**src/rtl/core_apb_bridge.sv**
```systemverilog
// -----------------------------------------------------------------------------
// core_apb_bridge
//
// Converts the core's request/response register-access port into a single
// APB4 master. Exactly one transfer is in flight at a time; the response
// channel is registered and held until the core accepts it.
//
// Handshakes: a request transfers on a rising edge where req_valid and
// req_ready are both high; a response transfers on a rising edge where
// rsp_valid and rsp_ready are both high. Once raised, rsp_valid and its
// payload stay stable until that transfer happens. req_ready depends on the
// FSM state only and never on req_valid.
//
// Parameters:
//   ADDR_WIDTH      width of req_addr / paddr
//   DATA_WIDTH      width of write/read data (strobes are DATA_WIDTH/8 wide)
//   TIMEOUT_CYCLES  ACCESS-phase cycle limit, used only with the timeout
//                   build option; must be >= 1
//
// Build option:
//   CORE_APB_TIMEOUT_EN  when defined, an ACCESS phase that sees pready low
//                        for TIMEOUT_CYCLES cycles is abandoned and answered
//                        with rsp_err=1, rsp_rdata=0. When undefined, ACCESS
//                        waits for pready indefinitely.
//
// Ports:
//   clk, rst                  clock, synchronous active-high reset
//   req_valid/req_ready       request handshake
//   req_addr/req_write/req_wdata/req_wstrb/req_prot   request payload
//   rsp_valid/rsp_ready       response handshake
//   rsp_rdata/rsp_err         response payload (rdata is 0 for writes)
//   psel/penable/paddr/pwrite/pwdata/pstrb/pprot      APB master outputs
//   prdata/pslverr/pready     APB slave returns
//
// The FSM state is held in the signal 'state' (state_t) for checkers to bind.
// -----------------------------------------------------------------------------
module core_apb_bridge #(
   parameter int ADDR_WIDTH     = 32,
   parameter int DATA_WIDTH     = 32,
   parameter int TIMEOUT_CYCLES = 255
) (
   input  logic                    clk,
   input  logic                    rst,
   input  logic                    req_valid,
   output logic                    req_ready,
   input  logic [ADDR_WIDTH-1:0]   req_addr,
   input  logic                    req_write,
   input  logic [DATA_WIDTH-1:0]   req_wdata,
   input  logic [DATA_WIDTH/8-1:0] req_wstrb,
   input  logic [2:0]              req_prot,
   output logic                    rsp_valid,
   input  logic                    rsp_ready,
   output logic [DATA_WIDTH-1:0]   rsp_rdata,
   output logic                    rsp_err,
   output logic                    psel,
   output logic                    penable,
   output logic [ADDR_WIDTH-1:0]   paddr,
   output logic                    pwrite,
   output logic [DATA_WIDTH-1:0]   pwdata,
   output logic [DATA_WIDTH/8-1:0] pstrb,
   output logic [2:0]              pprot,
   input  logic [DATA_WIDTH-1:0]   prdata,
   input  logic                    pslverr,
   input  logic                    pready
);

   typedef enum logic [1:0] {
      IDLE   = 2'd0,
      SETUP  = 2'd1,
      ACCESS = 2'd2,
      RESP   = 2'd3
   } state_t;

   state_t state;

   // Elaboration-time guard: a zero limit would abandon every transfer.
   if (TIMEOUT_CYCLES < 1) begin : g_bad_timeout
      $error("core_apb_bridge: TIMEOUT_CYCLES must be >= 1");
   end

   // High in the ACCESS cycle that would be abandoned if pready stays low.
   logic timeout_hit;

`ifdef CORE_APB_TIMEOUT_EN
   // Counter width: 8 bits unless the limit needs more, capped at 16.
   localparam int TMO_W = (TIMEOUT_CYCLES > 255) ? 16 : 8;

   logic [TMO_W-1:0] tmo_cnt;

   // tmo_cnt holds the number of pready-low ACCESS cycles already seen, so
   // the limit is reached in the cycle where it equals TIMEOUT_CYCLES-1.
   assign timeout_hit = (state == ACCESS) && !pready &&
                        (tmo_cnt == TMO_W'(TIMEOUT_CYCLES - 1));

   always_ff @(posedge clk) begin
      if (rst) begin
         tmo_cnt <= '0;
      end else if (state == SETUP) begin
         tmo_cnt <= '0;
      end else if (state == ACCESS && !pready) begin
         tmo_cnt <= tmo_cnt + 1'b1;
      end
   end
`else
   assign timeout_hit = 1'b0;
`endif

   assign req_ready = (state == IDLE);

   always_ff @(posedge clk) begin
      if (rst) begin
         state     <= IDLE;
         psel      <= 1'b0;
         penable   <= 1'b0;
         paddr     <= '0;
         pwrite    <= 1'b0;
         pwdata    <= '0;
         pstrb     <= '0;
         pprot     <= '0;
         rsp_valid <= 1'b0;
         rsp_rdata <= '0;
         rsp_err   <= 1'b0;
      end else begin
         case (state)
            IDLE: begin
               if (req_valid) begin
                  paddr  <= req_addr;
                  pwrite <= req_write;
                  pwdata <= req_wdata;
                  // Reads never carry byte enables on APB4.
                  pstrb  <= req_write ? req_wstrb : '0;
                  pprot  <= req_prot;
                  psel   <= 1'b1;
                  state  <= SETUP;
               end
            end

            SETUP: begin
               penable <= 1'b1;
               state   <= ACCESS;
            end

            ACCESS: begin
               // A real completion takes priority over a timeout in the
               // same cycle.
               if (pready) begin
                  rsp_rdata <= pwrite ? '0 : prdata;
                  rsp_err   <= pslverr;
                  rsp_valid <= 1'b1;
                  psel      <= 1'b0;
                  penable   <= 1'b0;
                  state     <= RESP;
               end else if (timeout_hit) begin
                  rsp_rdata <= '0;
                  rsp_err   <= 1'b1;
                  rsp_valid <= 1'b1;
                  psel      <= 1'b0;
                  penable   <= 1'b0;
                  state     <= RESP;
               end
            end

            RESP: begin
               if (rsp_ready) begin
                  rsp_valid <= 1'b0;
                  state     <= IDLE;
               end
            end

            default: begin
               state <= IDLE;
            end
         endcase
      end
   end

endmodule

```
**config.mk**
```make
export PLATFORM = sky130hd
export DESIGN_NAME = core_apb_bridge
export DESIGN_NICKNAME = d
export VERILOG_FILES = /design/src/rtl/core_apb_bridge.sv
export SDC_FILE = /design/constraint.sdc
export NUM_CORES = 1
export LEC_CHECK = 0
export CAP_MARGIN = 20
export CORE_MARGIN = 2
export CORE_UTILIZATION = 35
export CTS_BUF_LIST = sky130_fd_sc_hd__clkbuf_4
export DETAILED_ROUTE_END_ITERATION = 6
export HOLD_SLACK_MARGIN = 0.15
export PLACE_DENSITY_LB_ADDON = 0.2
export SYNTH_ARGS = -nofsm -noshare
export SYNTH_HDL_FRONTEND = slang
export SYNTH_SLANG_ARGS = --single-unit
```
**constraint.sdc**
```tcl
create_clock -name clk -period 1.4 [get_ports clk]
set_input_delay 0.14 -clock clk [delete_from_list [all_inputs] [get_ports clk]]
set_output_delay 0.14 -clock clk [all_outputs]
set_load 0.01 [all_outputs]
```
==> flow_summary.toml <==
[outcome]
status = "complete, no violations"

[synth]
yosys_register_bits = 110
yosys_warnings = 0
syn-cell-area_sq_um = 3810
synth_nets = 544
synth_top_cells_by_area = "dfxtp_1, nand2_1, a21oi_1"
ys_types = 22
netlist_instances = 428
synth.avg_cell_area_sq_um = 8.91
seq_area_frac_synth = 0.578
synth_top_area_frac = 0.578
synth_area_leader_cell = "dfxtp_1"

[pwr]
p_seq_frac = 0.450
leakagePower_nw = 2.89
p_sw_frac = 0.325
power.switching_w = 0.00276
p_int_w = 0.00574
power_density_nw_per_um2 = 1330
combPwrFrac = 0.368
ir_drop_mv = 0.852
p_clk_frac = 0.182

[setup_path]
worstPathArrival_ns = 1.76
required_ns = 1.80
start_kind = "register"
endpoint_kind = "register"
critPathKind = "reg2reg"
rrSetupSlack_ns = 0.04
cp_max_fo = 4

[global_routing]
grt_max_degree = 49
grt_pass1_vias = 3670
grt_pass1_wl_microns = 18000
grt-ovfl-total = 0
grt_antenna_before_repair = 1
grt_usage = 0.198

[die]
io_pins = 219
core_area_sq_um = 10700
die_area_sq_um = 11700
num_rows = 38
initial_core_util = 0.355
fp.dieH_microns = 108
die_w_microns = 108

[route]
avgRoutedWirePerCell_microns = 15.0
drc_errors = 0
viasPerCell = 4.73
drt-initial-drc-count = 139
drtAntennaViolNets = 0
first_pass_iters = 4
wirelength_microns = 11900
num_vias = 3755

[place]
place.gp.congestion = 0.747
dp_cells = 770
portBuffers = 218
placed_cell_area_sq_um = 6200
post-dp-hpwl_microns = 8320

[layout]
fin_area_sq_um = 6380
fin_util = 0.594
areaGrowthSynthToFinish_pct = 67.5
finalNetCount = 764
drive_above_1_share = 0.0904
stdcell_count = 794

[worst_hold_path]
min_path_type = "in2reg"

[timing]
setup_violations = 0
final_max_slew_viol_count = 0
fmax_mhz = 736
worst_pin_slew_ns = 0.533
period_minus_slack_ns = 1.36
skew_ns = 0.00973
fin_crit_sh = 0.971
max_slew_margin = 0.645
hold_viol_final = 0

[clock_tree]
cts_buffers = 9
clock_latency_ns = 0.46
root_buffer = "clkbuf_4"
h-tree-depth = 3
clockBufferDepth = 2
path_clk_slew_ns = 0.16
clkSinkCount = 110
cts_tree = "done"

[run]
maxCapViolCount = 0
==> final timing paths <==
check                    start   endpoint  depth (start not counted)
setup / recovery      state[1]   state[1]                          6
hold / removal    req_wdata[2]  pwdata[2]                          3
setup reg to reg      state[1]   state[1]                          6
hold reg to reg       pstrb[3]   pstrb[3]                          2
==> state kept, by name, indices dropped and copies added, names as in the netlist <==
name       cells
paddr         32
penable        1
pprot          3
psel           1
pstrb          4
pwdata        32
pwrite         1
rsp_err        1
rsp_rdata     32
rsp_valid      1
state          2
==> logic make-up after synthesis <==
kind of cell,share of synthesized area
adders and majority gates,0.0197
DFF,0.578
AOI/OAI and AO/OA,0.184
buffers and inverters,0.0430
and+or+nand+nor,0.171
muxes,0.00525
==> cell usage after synthesis <==
master / number
a31oi_1: 1
nand2b_1: 5
a21oi_1: 76
and2_1: 1
a21oi_2: 1
o21a_1: 2
nand2_1: 143
nor3_4: 1
inv_1: 4
buf_2: 14
nor2_1: 1
clkbuf_1: 13
a22o_1: 32
nor2b_1: 2
dfxtp_1: 110
and3_1: 1
buf_4: 4
mux2i_1: 2
ha_1: 6
nand3_1: 5
o21ai_0: 2
or2_2: 2
==> worst max-delay path: stages, from the launching register on <==
cell and delay [ns]:
dfxtp_4 0.39, buf_4 0.13, buf_4 0.12, ha_1 0.18, nand2b_1 0.11, and3_4 0.21
mux2i_1 0.17
==> cells in the final DEF (no fill, tap or decap), types with 3 or more instances in the layout <==
master / Yosys / final
dlygate4sd2_1: 0 / 108
buf_12: 0 / 6
dfxtp_1: 110 / 106
clkdlybuf4s50_1: 0 / 108
a21oi_2: 1 / 6
a21oi_1: 76 / 71
nand2_1: 143 / 141
a22o_1: 32 / 32
dfxtp_2: 0 / 3
nand2b_1: 5 / 5
ha_1: 6 / 3
clkbuf_4: 0 / 11
ha_4: 0 / 3
buf_4: 4 / 11
nand3_1: 5 / 5
==> final cells by class <==
class / instances / area (sq um)
multi-input combinational: 283 / 1520
sequential: 110 / 2210
clock buffer: 11 / 82.6
inverter: 4 / 20.0
tap: 140 / 175
antenna: 1 / 2.50
clock inverter: 5 / 50.0
timing repair buffer: 240 / 2320
fill: 996 / 4360
==> power by group through the flow <==
stage / Sequential, W / Combinational [W] / Clock [W]
5_1_grt: 0.00388 / 0.00342 / 0.00178
3_5_place_dp: 0.00390 / 0.00307 / 0
4_1_cts: 0.00381 / 0.00290 / 0.00163
3_3_place_gp: 0.00388 / 0.00301 / 0
2_1_floorplan: 0.00409 / 0.00117 / 0
6_report: 0.00382 / 0.00313 / 0.00155
==> routing by layer <==
| metal | wire length, microns | track usage | vias up |
|---|---|---|---|
| met2 | 5590 | 0.324 | 167 |
| met4 | 269 | 0.0769 | 0 |
| met5 | 0 | 0 | - |
| li1 | - | - | 1863 |
| met3 | 1290 | 0.0880 | 19 |
| met1 | 4740 | 0.226 | 1706 |
==> through the flow <==
| step | hold slack (ns) | setup TNS (ns) | power, W | worst slack, ns |
|---|---|---|---|---|
| final | 0.201 | 0 | 0.00850 | 0.0406 |
| after floorplan | 0.273 | 0 | 0.00526 | 0.0286 |
| after CTS | 0.158 | -2.28 | 0.00834 | -0.209 |
| after global placement | 0.437 | -0.788 | 0.00689 | -0.0393 |
| after global routing | 0.169 | -0.0403 | 0.00908 | -0.0102 |
| after detailed placement | 0.445 | -3.38 | 0.00697 | -0.0733 |
==> timing repair <==
item                                    CTS  global route
buffers inserted                          0             4
hold endpoints to repair                  9             0
pin swaps                                 0             1
gates resized for setup                 114            22
gates cloned                              1             1
hold buffers                              1             0
endpoints found under the setup margin  181           100
Power figures use the tool's default switching activity.
